## src/rtl/priority_enc_rr_if.sv

```systemverilog
`default_nettype none
// ============================================================================
// Module      : priority_enc_rr_if
// Description : Request/result bundle for the registered round-robin
//               priority encoder.
//                 D         - request vector, slot i = D[N-1-i]
//                 mode      - 0 fixed priority, 1 round-robin
//                 out_ready - consumer can take the presented result
//                 Y         - encoded winning slot
//                 onehot    - D reduced to the winning bit only
//                 multi     - more than one request when loaded
//                 out_valid - Y/onehot/multi carry a real result
//               master : request source / result consumer side
//               slave  : encoder side
// Revision    : 1.0 - initial release
// ============================================================================
interface priority_enc_rr_if #(
   parameter int N = 8,
   parameter int W = $clog2(N)
);
   logic [N-1:0] D;
   logic         mode;
   logic         out_ready;
   logic [W-1:0] Y;
   logic [N-1:0] onehot;
   logic         multi;
   logic         out_valid;

   modport master (
      output D,
      output mode,
      output out_ready,
      input  Y,
      input  onehot,
      input  multi,
      input  out_valid
   );

   modport slave (
      input  D,
      input  mode,
      input  out_ready,
      output Y,
      output onehot,
      output multi,
      output out_valid
   );
endinterface
`default_nettype wire

```

## src/rtl/priority_enc_rr.sv

```systemverilog
`default_nettype none
// ============================================================================
// Module      : priority_enc_rr
// Description : Registered N-input priority encoder with fixed-priority or
//               round-robin arbitration and a valid/ready output stage.
//               Slot 0 is the MSB of D. One result register stage; a new
//               request vector is sampled whenever the stage is empty or
//               being accepted. All outputs come straight from flops.
// Ports       : clk  - clock, rising edge
//               rst  - synchronous reset, active low
//               bus  - priority_enc_rr_if.slave (D, mode, out_ready in;
//                      Y, onehot, multi, out_valid out)
// Revision    : 1.0 - initial release
// ============================================================================
module priority_enc_rr #(
   parameter int N = 8,
   parameter int W = $clog2(N)
) (
   input  wire logic          clk,
   input  wire logic          rst,
   priority_enc_rr_if.slave   bus
);

   localparam logic [W-1:0] c_last = W'(N - 1);

   // ---------------------------------------------------------------------
   // Registers
   // ---------------------------------------------------------------------
   logic [W-1:0] r_y;
   logic [N-1:0] r_onehot;
   logic         r_multi;
   logic         r_valid;
   logic [W-1:0] r_ptr;

   // ---------------------------------------------------------------------
   // Combinational signals
   // ---------------------------------------------------------------------
   logic [N-1:0] w_req_slot;    // requests re-ordered so bit i = slot i
   logic         w_any;
   logic         w_multi;
   logic         w_load;
   logic         w_accept;
   logic [W-1:0] w_ptr_adv;     // pointer value following the presented Y
   logic [W-1:0] w_ptr_eff;     // pointer used by the load this cycle
   logic [W-1:0] w_fixed_idx;
   logic [W-1:0] w_rr_hi_idx;
   logic         w_rr_hi_found;
   logic [W-1:0] w_win;
   logic [N-1:0] w_onehot;

   // Slot reversal and one-hot grant construction. The grant for slot i
   // lands on D bit N-1-i so onehot is a masked copy of D.
   for (genvar i = 0; i < N; i++) begin : g_slot
      localparam logic [W-1:0] c_slot = W'(i);
      assign w_req_slot[i]     = bus.D[N-1-i];
      assign w_onehot[N-1-i]   = w_any & (w_win == c_slot);
   end

   assign w_any    = |bus.D;
   // Clearing the lowest set bit leaves something only if two or more
   // bits were set.
   assign w_multi  = |(bus.D & (bus.D - N'(1)));

   assign w_load   = !r_valid || bus.out_ready;
   assign w_accept = r_valid && bus.out_ready;

   assign w_ptr_adv = (r_y == c_last) ? '0 : (r_y + W'(1));

   // A load that coincides with a round-robin accept must already see the
   // advanced pointer, otherwise a saturated request set would repeat the
   // previous winner instead of rotating every cycle.
   assign w_ptr_eff = (w_accept && bus.mode) ? w_ptr_adv : r_ptr;

   // Round-robin is done as a two-pass search: the lowest requesting slot
   // at or above the pointer wins; if there is none the scan has wrapped,
   // and the winner is simply the lowest requesting slot overall, which is
   // exactly the fixed-priority winner. This handles non-power-of-two N
   // without any modulo arithmetic.
   always_comb begin
      w_fixed_idx   = '0;
      w_rr_hi_idx   = '0;
      w_rr_hi_found = 1'b0;
      for (int i = N - 1; i >= 0; i--) begin
         if (w_req_slot[i]) begin
            w_fixed_idx = W'(i);
            if (W'(i) >= w_ptr_eff) begin
               w_rr_hi_idx   = W'(i);
               w_rr_hi_found = 1'b1;
            end
         end
      end
   end

   always_comb begin
      w_win = w_fixed_idx;
      if (bus.mode && w_rr_hi_found) begin
         w_win = w_rr_hi_idx;
      end
   end

   // ---------------------------------------------------------------------
   // Result stage and pointer
   // ---------------------------------------------------------------------
   always_ff @(posedge clk) begin
      if (!rst) begin
         r_y      <= '0;
         r_onehot <= '0;
         r_multi  <= 1'b0;
         r_valid  <= 1'b0;
         r_ptr    <= '0;
      end else begin
         if (w_accept && bus.mode) begin
            r_ptr <= w_ptr_adv;
         end
         if (w_load) begin
            r_valid  <= w_any;
            r_y      <= w_any ? w_win : '0;
            r_onehot <= w_onehot;
            r_multi  <= w_multi;
         end
      end
   end

   assign bus.Y         = r_y;
   assign bus.onehot    = r_onehot;
   assign bus.multi     = r_multi;
   assign bus.out_valid = r_valid;

   // ---------------------------------------------------------------------
   // Structural invariants of the result stage
   // ---------------------------------------------------------------------
   a_onehot0 : assert property (@(posedge clk) disable iff (!rst)
      $onehot0(r_onehot));

   a_valid_matches_grant : assert property (@(posedge clk) disable iff (!rst)
      r_valid == (r_onehot != '0));

   a_y_in_range : assert property (@(posedge clk) disable iff (!rst)
      r_y <= c_last);

   a_ptr_in_range : assert property (@(posedge clk) disable iff (!rst)
      r_ptr <= c_last);

   a_stall_holds : assert property (@(posedge clk) disable iff (!rst)
      (r_valid && !bus.out_ready) |=>
         ($stable(r_y) && $stable(r_onehot) && $stable(r_multi) && r_valid));

endmodule
`default_nettype wire

```

## src/flat_wrapper.sv

```systemverilog
// flat-port wrapper written by rule: the top's interface ports become plain ports
module priority_enc_rr_flat 
#(
   parameter int N = 8,
   parameter int W = $clog2(N)
)
  (clk, rst, bus_D, bus_mode, bus_out_ready, bus_Y, bus_onehot, bus_multi, bus_out_valid);
  priority_enc_rr_if #(.N(N), .W(W)) bus_i ();
  input  wire logic clk;
  input  wire logic rst;
  input wire logic [$bits(bus_i.D)-1:0] bus_D;
  input wire logic [$bits(bus_i.mode)-1:0] bus_mode;
  input wire logic [$bits(bus_i.out_ready)-1:0] bus_out_ready;
  output wire logic [$bits(bus_i.Y)-1:0] bus_Y;
  output wire logic [$bits(bus_i.onehot)-1:0] bus_onehot;
  output wire logic [$bits(bus_i.multi)-1:0] bus_multi;
  output wire logic [$bits(bus_i.out_valid)-1:0] bus_out_valid;
  assign bus_i.D = bus_D;
  assign bus_i.mode = bus_mode;
  assign bus_i.out_ready = bus_out_ready;
  assign bus_Y = bus_i.Y;
  assign bus_onehot = bus_i.onehot;
  assign bus_multi = bus_i.multi;
  assign bus_out_valid = bus_i.out_valid;
  priority_enc_rr #(.N(N), .W(W)) u_core (.clk(clk), .rst(rst), .bus(bus_i));
endmodule
```

## config.mk

```make
export PLATFORM = sky130hd
export DESIGN_NAME = priority_enc_rr_flat
export DESIGN_NICKNAME = d
export VERILOG_FILES = /design/src/rtl/priority_enc_rr_if.sv /design/src/rtl/priority_enc_rr.sv /design/src/flat_wrapper.sv
export SDC_FILE = /design/constraint.sdc
export NUM_CORES = 1
export LEC_CHECK = 0
export BUFFER_PORTS_ARGS = -buffer_cell sky130_fd_sc_hd__buf_2
export CELL_PAD_IN_SITES_DETAIL_PLACEMENT = 0
export CELL_PAD_IN_SITES_GLOBAL_PLACEMENT = 1
export CORE_ASPECT_RATIO = 0.9
export CORE_UTILIZATION = 39
export DETAILED_ROUTE_END_ITERATION = 8
export PLACE_DENSITY = 0.76
export SLEW_MARGIN = 5
export SYNTH_ARGS = -nofsm -noshare
export SYNTH_HDL_FRONTEND = slang
export SYNTH_SLANG_ARGS = --single-unit
```

## constraint.sdc

```tcl
create_clock -name clk -period 2.9 [get_ports clk]
set_input_delay 0.145 -clock clk [delete_from_list [all_inputs] [get_ports clk]]
set_output_delay 0.145 -clock clk [all_outputs]
set_load 0.02 [all_outputs]
```

---- Word level (Yosys, flattened, before mapping) ----
Cells that the tools add are included.
operators by class
  shift operators ......................... 0
  $mul .................................... 0
  reductions and logical operators ........ 8
  multiplexer cells ....................... 44
  divide/modulo/power cells ............... 0
  $add $sub $neg .......................... 2
  bitwise operators ....................... 9
  equal/unequal tests ..................... 8
  magnitude comparators ................... 8
operators with widths
  cell                                                              count
  2-to-1 mux 3 bit                                                  28
  2-to-1 mux 1 bit                                                  16
  OR reduction 8 bit                                                2
  equality test 3 bit, second input constant                        5
  greater-or-equal comparator 3 bit, first input constant           4
  bitwise AND 1 bit                                                 8
  bitwise AND 8 bit                                                 1
  subtractor 8 x 1 -> 8 bit, second input constant                  1
  equality test 3 x 2 -> 1 bit, second input constant               2
  greater-or-equal comparator 1 x 3 -> 1 bit, first input constant  2
  greater-or-equal comparator 2 x 3 -> 1 bit, first input constant  2
  adder 3 x 1 -> 3 bit, second input constant                       1
  equality test 3 x 1 -> 1 bit, second input constant               1
  logical AND 1 bit                                                 3
  logical NOT 3 bit                                                 1
  logical NOT 1 bit                                                 1
  logical OR 1 bit                                                  1
storage, ports and cells
  logic and storage cells ................. 84
  memories kept ........................... 0
  bits in latches ......................... 0
  bits in read-only memories .............. 0
  bits in registers ....................... 16
  input bits .............................. 12
  bits in writable memories ............... 0

---- Depth between registers and ports, before layout ----
  depth after elaboration ................. 24
  depth in mapped cells ................... 9

---- Worst setup path after synthesis ----
Ideal clock, no wire load.
  path kind ............................... register to register
  start point ............................. register u_core.r_y[0], in the netlist u_core.bus.Y[0]
  end point ............................... register u_core.r_onehot[4], in the netlist u_core.bus.onehot[4]
  library setup time ...................... 0.117 ns
  path buffers ............................ 0
  cell stages (with the launch flop) ...... 10
  clock period less this slack ............ 2.575 ns
  arrival ................................. 2.457 ns
  slack ................................... 0.325 ns
  cell sequence ........................... dfxtp_1 ha_1 ha_1 nor2_1 a211oi_1 o311a_4 or4_1 o22a_1 and2_4 a32o_1
on the way
  longest elaborated chain between the ends .. 24
  elaborated cells on any way between the ends .. 48
  those cells by class .................... 1 x add/sub; 8 x order compare; 2 x eq/ne; 35 x mux; 1 x bitwise; 1 x reduce/logical
ends and longest elaborated chain
  element                                                      line                    source
  start: declaration                                           priority_enc_rr.sv:29   logic [W-1:0] r_y;
  start signal: assignment                                     priority_enc_rr.sv:117  r_y <= w_any ? w_win : '0;
  adder 3 x 1 -> 3 bit or equality test 3 bit (tied branches)  priority_enc_rr.sv:67   assign w_ptr_adv = (r_y == c_last) ? '0 : (r_y + W'(1));
  2-to-1 mux 3 bit *                                           priority_enc_rr.sv:67
  2-to-1 mux 3 bit *                                           priority_enc_rr.sv:72   assign w_ptr_eff = (w_accept && bus.mode) ? w_ptr_adv : r_ptr;
  greater-or-equal comparator 3 bit                            priority_enc_rr.sv:86   if (W'(i) >= w_ptr_eff) begin
  2-to-1 mux 1 bit                                             priority_enc_rr.sv:86
  2-to-1 mux 1 bit                                             priority_enc_rr.sv:84   if (w_req_slot[i]) begin
  2-to-1 mux 1 bit                                             priority_enc_rr.sv:86
  2-to-1 mux 1 bit                                             priority_enc_rr.sv:84
  (+8 left out)                                                -
  2-to-1 mux 1 bit                                             priority_enc_rr.sv:86
  2-to-1 mux 1 bit                                             priority_enc_rr.sv:84
  2-to-1 mux 1 bit                                             priority_enc_rr.sv:86
  2-to-1 mux 1 bit                                             priority_enc_rr.sv:84
  logical AND 1 bit                                            priority_enc_rr.sv:96   if (bus.mode && w_rr_hi_found) begin
  2-to-1 mux 3 bit *                                           priority_enc_rr.sv:96
  equality test 3 x 2 -> 1 bit *                               priority_enc_rr.sv:56   assign w_onehot[N-1-i] = w_any & (w_win == c_slot);
  bitwise AND 1 bit *                                          priority_enc_rr.sv:56
  end signal: assignment                                       priority_enc_rr.sv:118  r_onehot <= w_onehot;
  end: declaration                                             priority_enc_rr.sv:30   logic [N-1:0] r_onehot;
Mark *: on every way between the ends. The rest lies on a longest branch, timed or not.
A chain may end at the register's enable or synchronous reset.

---- Worst setup path in the final report ----
Same ends and word-level chain as after synthesis.

==> impl_metrics.ini <==
[finish]
seqCellArea_um2 = 320
drive_above_1_share_pct = 21.5
fin_nets = 179
layout_common_cells = buf_2 (24), nand2_1 (18), dfxtp_1 (16)
area_growth_pct = 11.1
antenna_cells = 0
multi_input_area_um2 = 756
fin_area_mm2 = 0.00129
nFillCells = 307
mostFrequentLayoutCell = buf_2

[sta]
finalHoldViolations = 0
max-slew-margin-rel_pct = 64.9
grt_setup_unrepaired = no
worst_pin_slew_ps = 521
finalSetupViolCount = 0
finClkSkew_ps = 2.56
tns_ps = 0
fin_crit_sh_pct = 91.8
fmax_ghz = 0.376
min_period_ps = 2660
drv_slew = 0

[status]
status = complete, no violations

[cts]
cts_tree = built
postCtsSetupBuffers = 0
clk-insertion-delay-late_ps = 280
path_clk_slew_ps = 90
cts_sinks = 16
cts_root_buffer = clkbuf_4
cts_buffer_depth = 2
htreeDepth = 1
cts_buffers = 3
cts_resized = 0
cts_hold_buffers = 0

[logic_synthesis]
ys_ff_latch = 16
ys_async_sr_fraction_pct = 0
syn_avg_cell_area_um2 = 8.16
synth_area_mm2 = 0.00116
netlist_instances = 142
ys_warn_count = 0
synth_top_area_share_pct = 27.6
synth_nets = 156
synth_edf_count = 0
ys_seq_area_share_pct = 27.6
synth_area_leaders = dfxtp_1 (28%), nand2_1 (5.8%), nor2_1 (3.6%)
yosysTopAreaCell = dfxtp_1
ys_types = 53
ys.flop_type = dfxtp_1

[critical_path]
critPathLaunchType = flop
startpoint = u_core.bus.Y[0]
reg2reg_depth = 9
timing.rr.start = u_core.bus.Y[0]
worstSetupEndpointType = flop
regToRegSetupSlack_ps = 240
cp.required_ps = 3080
crit_type = flop to flop
path_max_fanout = 6
arrival_ps = 2840
reg2reg_to = u_core.bus.onehot[4]

[floorplanning]
die_y_um = 53.7
coreArea_mm2 = 0.00279
rows = 18
dieArea_mm2 = 0.00319
fp.dieW_um = 59.5
initial_core_util_pct = 41.5
io_pins = 25

[route]
wirelength_um = 2920
firstDrtPassIters = 4
ant_nets = 0
drc = 0
wire_per_inst_um = 14.4
via_count = 1200
vias_per_cell = 5.91
drt_iter0_markers = 77

[power_and_ir_drop]
p_sw_share_pct = 32.9
p_switching_w = 0.000165
pwr-share-comb_pct = 29.4
vdd_drop_max_v = 0.000227
clkPwrFrac_pct = 22.6
p_int_w = 0.000337
p_leak_nw = 0.527
seq_power_share_pct = 48.0
powerDensity_mw_per_mm2 = 390

[worst_hold_path]
hold-path-endpoint = u_core.bus.out_valid
hold-path-cell-count = 2
holdCritStartpoint = rst
hold_path_class = primary input to flop

[grt]
grt_pass1_vias = 1041
grt_max_degree = 11
grt_antenna_before_repair = 0
grt_util_all_layers_pct = 20.1
grt_overflow_total = 0
grt_pass1_wl_um = 4840

[flow_run]
cap_viol_max_count = 0

[place]
dp_hpwl_um = 2270
portBuffers = 24
gp_congestion = 0.840
dpl_cell_area_mm2 = 0.00126
[sequential cells by signal (all words and copies together) (netlist names)]
| name | flops |
|---|---|
| u_core.bus.out_valid | 1 |
| u_core.bus.multi | 1 |
| u_core.bus.onehot | 8 |
| u_core.bus.Y | 3 |
| u_core.r_ptr | 3 |
[cells in the mapped netlist (all sizes together) (4+ instances only)]
| cell | instances |
|---|---|
| a21oi | 6 |
| a32o | 4 |
| and2 | 4 |
| buf | 6 |
| dfxtp | 16 |
| inv | 5 |
| nand2 | 18 |
| nand3 | 7 |
| nor2 | 11 |
| nor2b | 5 |
| nor4 | 4 |
| o21ai | 6 |
| o31ai | 5 |
[cell families after synthesis]
logic type      count (synthesis)  synth area share (%)
compound gates                 48                  32.3
mux                             2                  1.73
buf+inv                        11                  7.13
flops                          16                  27.6
simple gates                   63                  29.1
fa+ha+maj                       2                  2.16
[stage by stage]
stage	hold WS (ps)	utilization, %	cells	setup slack (ps)	power [W]
floorplan	263	-	142	325	0.000354
global placement	432	45.3	200	317	0.000391
detailed placement	434	45.3	200	275	0.000392
CTS	154	46.1	203	241	0.000507
global route	172	46.1	203	42.2	0.000532
finish	162	46.1	203	238	0.000502
[power by group through the flow]
stage / clock (W) / sequential [W] / combinational (W)
6_report: 0.000114 / 0.000241 / 0.000147
5_1_grt: 0.000125 / 0.000243 / 0.000165
2_1_floorplan: 0 / 0.000257 / 0.0000969
4_1_cts: 0.000119 / 0.000241 / 0.000147
3_3_place_gp: 0 / 0.000245 / 0.000146
3_5_place_dp: 0 / 0.000246 / 0.000146
[worst max-delay path, stage by stage (launching register included)]
cell and delay [ps]:
dfxtp_1 360, ha_1 210, ha_1 210, nor2_1 210
a211oi_1 120, o311a_4 380, or4_1 480, o22a_1 190
and2_4 160, a32o_1 230
[cell type report]
| type | instances | share of cell area, % |
|---|---|---|
| Clock buffer | 3 | 1.75 |
| Inverter | 5 | 1.46 |
| Multi-Input combinational cell | 115 | 58.7 |
| Sequential cell | 16 | 24.9 |
| Tap cell | 40 | 3.89 |
| Timing Repair Buffer | 24 | 9.33 |
[routing by layer]
layer / vias up / global-route usage (%) / routed length, um
li1: 587 / - / -
met1: 573 / 29.8 / 1440
met2: 40 / 30.3 / 1350
met3: 0 / 3.61 / 132
met4: 0 / 3.57 / 0
met5: - / 0 / 0
[worst max path at each step]
stage,endpoint,cells after the start
final,u_core.bus.onehot[4],9
after CTS,u_core.bus.onehot[4],9
after floorplan,u_core.bus.onehot[4],9
after global placement,u_core.bus.onehot[4],9
after detailed placement,u_core.bus.onehot[4],9
after global routing,u_core.bus.onehot[3],9
(Power assumes the default switching activity.)
